## config.mk

```make
export PLATFORM = sky130hd
export DESIGN_NAME = insfetch
export DESIGN_NICKNAME = d
export VERILOG_FILES = /design/src/rtl/kraken_pkg.sv /design/src/rtl/trd_rr_arb.sv /design/src/rtl/insfetch.sv
export SDC_FILE = /design/constraint.sdc
export NUM_CORES = 1
export LEC_CHECK = 0
export BUFFER_PORTS_ARGS = -buffer_cell sky130_fd_sc_hd__buf_2
export CAP_MARGIN = 40
export CORE_MARGIN = 1.5
export CORE_UTILIZATION = 50
export CTS_CLUSTER_DIAMETER = 150
export DETAILED_ROUTE_END_ITERATION = 10
export GPL_TIMING_DRIVEN = 0
export PLACE_DENSITY = 0.77
export SETUP_SLACK_MARGIN = 0.5
export SLEW_MARGIN = 20
export SYNTH_ARGS = -nofsm -noshare
export SYNTH_HDL_FRONTEND = slang
export SYNTH_SLANG_ARGS = --single-unit
```

## constraint.sdc

```tcl
create_clock -name clk -period 6.75 [get_ports clk]
set_clock_uncertainty 0.05 [all_clocks]
set_input_delay 0.3375 -clock clk [delete_from_list [all_inputs] [get_ports clk]]
set_output_delay 0.3375 -clock clk [all_outputs]
set_load 0.005 [all_outputs]
```

## src/rtl/kraken_pkg.sv

```systemverilog
// Shared thread-id types and helpers for the barrel-threaded core.
package kraken_pkg;

    localparam int          TRD_W = 3;
    localparam logic [31:0] NOP   = 32'h0;

    typedef logic [TRD_W-1:0] trd_id_t;

    // busy has a 1 for every occupied (or nonexistent) slot; returns 0 when none is free
    function automatic trd_id_t lowest_free(input logic [7:0] busy);
        trd_id_t id;
        id = '0;
        for (int i = 7; i >= 0; i--) begin
            if (!busy[i]) id = trd_id_t'(i);
        end
        return id;
    endfunction

endpackage

```

## src/rtl/trd_rr_arb.sv

```systemverilog
// Round-robin thread picker: first active thread strictly after ptr, cyclically.
module trd_rr_arb import kraken_pkg::*; #(
    parameter int NUM_TRD = 8
) (
    input  logic [7:0] active,
    input  trd_id_t    ptr,
    output trd_id_t    sel,
    output logic       none
);

    int idx;

    // Scan from the farthest offset down so the nearest active thread wins;
    // offset NUM_TRD lands on ptr itself, so a lone thread keeps running.
    always_comb begin
        sel  = '0;
        none = 1'b1;
        idx  = 0;
        for (int off = NUM_TRD; off >= 1; off--) begin
            idx = int'(ptr) + off;
            if (idx >= NUM_TRD) idx = idx - NUM_TRD;
            if (active[idx[2:0]]) begin
                sel  = trd_id_t'(idx);
                none = 1'b0;
            end
        end
    end

endmodule

```

## src/rtl/insfetch.sv

```systemverilog
// Fetch stage: per-thread PCs, round-robin thread select, thread spawn/kill/redirect.
// Optional INSFETCH_PERF_EN adds perf_fetch_cnt, counting real instructions loaded.
module insfetch import kraken_pkg::*; #(
    parameter int          NUM_TRD  = 8,
    parameter logic [31:0] RESET_PC = 32'h0,
    parameter int          PC_STEP  = 4
) (
    input  logic        clk,
    input  logic        rst_n,
    input  logic        stall,
    output logic [31:0] imem_addr,
    input  logic [31:0] imem_data,
    input  logic        jmp_en,
    input  trd_id_t     jmp_trd,
    input  logic [31:0] jmp_pc,
    input  logic        spawn_en,
    input  logic [31:0] spawn_pc,
    input  logic        kill_en,
    input  trd_id_t     kill_trd,
    output logic [31:0] ins_dec,
    output trd_id_t     trd_dec,
    output logic [31:0] pc_dec,
    output trd_id_t     new_trd_id,
    output logic        trd_full,
    output logic [7:0]  active_mask,
    output logic        idle
`ifdef INSFETCH_PERF_EN
    ,
    output logic [31:0] perf_fetch_cnt
`endif
);

    localparam logic [8:0] VALID9    = (9'd1 << NUM_TRD) - 9'd1;
    localparam logic [7:0] TRD_VALID = VALID9[7:0];

    logic [NUM_TRD-1:0][31:0] pc;
    trd_id_t    ptr, sel;
    logic       none;
    logic [7:0] busy, spawn_bit, kill_bit;
    logic       spawn_ok, kill_hit, jmp_hit, adv, load_ins;

    // Nonexistent slots count as busy so they are never handed out
    assign busy       = active_mask | ~TRD_VALID;
    assign trd_full   = &busy;
    assign new_trd_id = lowest_free(busy);

    trd_rr_arb #(.NUM_TRD(NUM_TRD)) u_arb (
        .active (active_mask),
        .ptr    (ptr),
        .sel    (sel),
        .none   (none)
    );

    assign idle      = none;
    assign imem_addr = none ? 32'h0 : pc[sel];

    assign spawn_ok  = spawn_en && !trd_full;
    assign spawn_bit = spawn_ok ? (8'h01 << new_trd_id) : 8'h00;
    assign kill_bit  = kill_en ? ((8'h01 << kill_trd) & TRD_VALID) : 8'h00;
    assign kill_hit  = kill_en && !none && (kill_trd == sel);
    assign jmp_hit   = jmp_en && !none && (jmp_trd == sel);
    assign adv       = !stall && !none;
    assign load_ins  = adv && !kill_hit && !jmp_hit;

    always_ff @(posedge clk or negedge rst_n) begin
        if (!rst_n) begin
            active_mask <= 8'h01;
            ptr         <= trd_id_t'(NUM_TRD - 1);
            ins_dec     <= NOP;
            trd_dec     <= '0;
            pc_dec      <= '0;
        end else begin
            // kill applies first so a same-cycle spawn into a free slot is kept
            active_mask <= (active_mask & ~kill_bit) | spawn_bit;
            if (adv) begin
                ptr     <= sel;
                trd_dec <= sel;
                ins_dec <= load_ins ? imem_data : NOP;
                pc_dec  <= load_ins ? pc[sel] : 32'h0;
            end else if (!stall) begin
                ins_dec <= NOP;
                trd_dec <= '0;
                pc_dec  <= '0;
            end else if (jmp_en && (jmp_trd == trd_dec)) begin
                ins_dec <= NOP;
                pc_dec  <= '0;
            end
        end
    end

    always_ff @(posedge clk or negedge rst_n) begin
        if (!rst_n) begin
            pc    <= '0;
            pc[0] <= RESET_PC;
        end else begin
            for (int i = 0; i < NUM_TRD; i++) begin
                if (spawn_ok && (new_trd_id == trd_id_t'(i)))
                    pc[i] <= spawn_pc;
                else if (jmp_en && (jmp_trd == trd_id_t'(i)))
                    pc[i] <= jmp_pc;
                else if (load_ins && (sel == trd_id_t'(i)))
                    pc[i] <= pc[i] + 32'(PC_STEP);
            end
        end
    end

`ifdef INSFETCH_PERF_EN
    always_ff @(posedge clk or negedge rst_n) begin
        if (!rst_n)        perf_fetch_cnt <= '0;
        else if (load_ins) perf_fetch_cnt <= perf_fetch_cnt + 32'd1;
    end
`endif

endmodule

```

==> metrics.md <==
| Metric | Value |
|---|---|
| Core Box Area | `0.05027 mm2` |
| Distinct cells, synth | `73` |
| Clock buffer depth | `3` |
| Starting DRT DRC Count | `3566` |
| Num CTS Buffers | `40` |
| Vias in the first global route | `24100` |
| Vias per cell | `6.486` |
| Syn_nets | `3090` |
| Gate Count Post-Synth | `2972` |
| Layout cells sized above 1 | `around 18%` |
| YS warnings | `0` |
| Clk sinks | `334` |
| DRT Pass-1 Iters | `6` |
| # port buffers | `159` |
| CP peak stage delay | `~0.53 ns` |
| Top post-synthesis cells by area | `dfrtp_1 32%, mux2i_1 11%, mux2_2 8.6%` |
| WP data arrival | `between 5 and 6 ns` |
| Worst Setup Path Type | `reg -> out` |
| GP Congestion | `0.9903` |
| Clock-pin slew on the worst setup and hold paths | `0.06 ns` |
| Post-synth top area cell | `dfrtp_1` |
| CP max stage cell | `dfstp_2` |
| Worst-Margin Slew | `0.9370 ns` |
| Critical Path Sink | `imem_addr[28]` |
| Final wirelength | `98600 um` |
| Worst Hold Class | `in -> reg` |
| Flop-to-flop setup slack | `0.97 ns` |
| Crit path launch | `ptr[0]` |
| FF-to-FF End | `pc[248]` |
| CTS tree | `done` |
| EDFF count, synth | `0` |
| Synth Register Bits | `334` |
| Synth top area share | `32.38%` |
| First-pass GRT wire length | `around 150000 um` |
| H-tree lvl count | `2` |
| Seq/Total Area, Yosys | `between 30% and 40%` |
| Area growth syn-to-layout | `14.66%` |
| Clk root buf | `clkbuf_16` |
| Crit path buf inv count | `8` |
| Largest net degree at the start of global routing | `97` |
| Max-cap viol count | `0` |
| Startpoint types | `flip-flop` |
| Final hold violations | `0` |
| Ports | `220` |
| Synthesized area | `approximately 0.026 mm2` |
| GR Util All Layers | `36.85%` |
| Slew Limit Fails | `0` |
| Final design utilization | `between 50% and 60%` |
| Post-route minimum period | `6.226 ns` |
| Critical R2R Launch | `ptr[0]` |
| Syn avg cell area | `~8.6 um2` |
| Clk_lat worst skew | `0.60 ns` |
| Antenna violations before repair | `7` |
| Commonest non-fill, non-tap cell in the layout | `nand2_1` |
| Grt ovf | `0` |
| DIE HEIGHT | `between 200 and 250 um` |
| # setup viols final | `0` |
| Commonest non-fill, non-tap cells in the layout | `393 x nand2_1, 330 x dfrtp_1, 286 x o21ai_0, 251 x mux2i_1, 206 x nor2_1` |
| Setup crit end kind | `output pin` |
| RSZ-0062 raised after global routing | `true` |
| Dominant synthesized flop cell | `dfrtp_1` |
| Data required, critical path | `6.36 ns` |
| Drt wl/cell | `25.06 um` |
| DR DRC count | `0` |
| Crit-path cells | `buf_4 -> buf_6 -> clkbuf_4 -> inv_1 -> ha_1 -> clkbuf_4 -> mux4_2 -> mux2_2 -> or4b_1 -> a2bb2oi_1 -> o211ai_4 -> clkbuf_8 -> buf_2 -> mux2i_1 -> mux2i_1 -> mux2_2 -> and2_1 -> buf_2` |
| Final period utilization | `92.23%` |
| Initial Utilization | `50.74%` |
| DP Wirelength | `72590 um` |
| Via count | `25520` |
| Antenna-violating nets left | `0` |
| Fmax | `160.6 MHz` |
| DIE WIDTH | `228.9 um` |
| Layout net count | `3346` |
| Slew Limit Headroom | `a little under two fifths` |
| Crit path depth | `18` |
| Die ar. | `between 0.05 and 0.06 mm2` |
| CP Max Fanout | `10` |
| Outcome | `complete, no violations` |
| Family with the most delay on the worst path | `multiplexers` |
| Worst reg2reg path depth | `17` |
| Async SR Flop Fraction | `100.0%` |
| Hold Worst Slack | `0.03718 ns` |
| Row Count | `82` |
[area by class of cell]
cell class                      instances  area [um2]
Sequential cell                       334        8363
Timing Repair Buffer                  214        1368
Tap cell                              672       840.8
Inverter                               50       187.7
Antenna cell                            7       17.52
Multi-Input combinational cell       2330       15900
Buffer                                258        1216
Clock inverter                         15       182.7
Fill cell                            4519       21030
Clock buffer                           55        1167
[tightest hold or removal path, cell delays in order]
cell	delay [ns]
clkbuf_1	0.17
nand2_1	0.09
nand2_1	0.05
[state kept, by name (all words and copies together), names as in the netlist]
signal	cells
pc_dec	32
trd_dec	3
ins_dec	32
pc	256
ptr	3
active_mask	8
[logic make-up after synthesis]
family	count (synthesis)	synth area share, %
AO/OA/AOI/OAI	629	14.87
XOR/XNOR	205	7.039
multiplexers	511	21.82
buffers and inverters	308	5.293
AND/OR/NAND/NOR	975	17.70
adder cells (fa/ha/maj)	10	0.4905
flip-flops	334	32.79
[Yosys cell counts, drive strengths merged, types with 12 or more instances]
| cell type | count |
|---|---|
| a32o | 72 |
| dfrtp | 330 |
| or3 | 26 |
| mux2 | 233 |
| buf | 83 |
| o21ai | 288 |
| inv | 49 |
| clkbuf | 175 |
| and3 | 48 |
| nand3 | 108 |
| xnor2 | 112 |
| and4 | 12 |
| xor2 | 93 |
| a211oi | 34 |
| nand4 | 44 |
| nor4 | 18 |
| nand2 | 393 |
| mux2i | 268 |
| nor2 | 207 |
| and2 | 47 |
| a21oi | 181 |
| nor3 | 32 |
[repair_timing]
item                                    4_1_cts  5_1_grt
hold buffers                                 33        0
hold endpoints to repair                     86        0
endpoints found under the setup margin       32       29
gates cloned                                  0        0
gates resized for setup                      12       30
buffers inserted                              0        0
[worst min path at each step]
stage | endpoint | slack, ns | cells after the start | from
floorplan | active_mask[1] | -0.008 | 0 | rst_n
global placement | pc_dec[16] | 0.42 | 1 | pc_dec[16]
detailed placement | pc[253] | 0.25 | 1 | rst_n
CTS | trd_dec[1] | 0.03 | 3 | stall
global route | active_mask[0] | 0.05 | 3 | kill_trd[0]
finish | trd_dec[1] | 0.04 | 3 | stall
[routing by layer]
layer | global-route usage [%] | vias to the layer above | routed length, um
met1 | 47.42 | 12340 | 37200
met2 | 56.92 | 1743 | 43730
li1 | - | 11090 | -
met4 | 19.43 | 2 | 5712
met5 | 0 | - | 13
met3 | 9.556 | 349 | 11950
[stage by stage]
stage	area (um2)	setup WS [ns]	cells	setup TNS (ns)
after global routing	29240	0.4763	3933	0
final	29250	0.5244	3935	0
after floorplan	25510	1.855	2972	0
after global placement	27140	-1.518	3803	-487.06
after CTS	29080	0.4895	3921	0
after detailed placement	27360	0.6090	3818	0
Power is left out: the tool's default activity adds up to more than one toggle a clock period on the data nets, which glitch-free logic cannot reach.
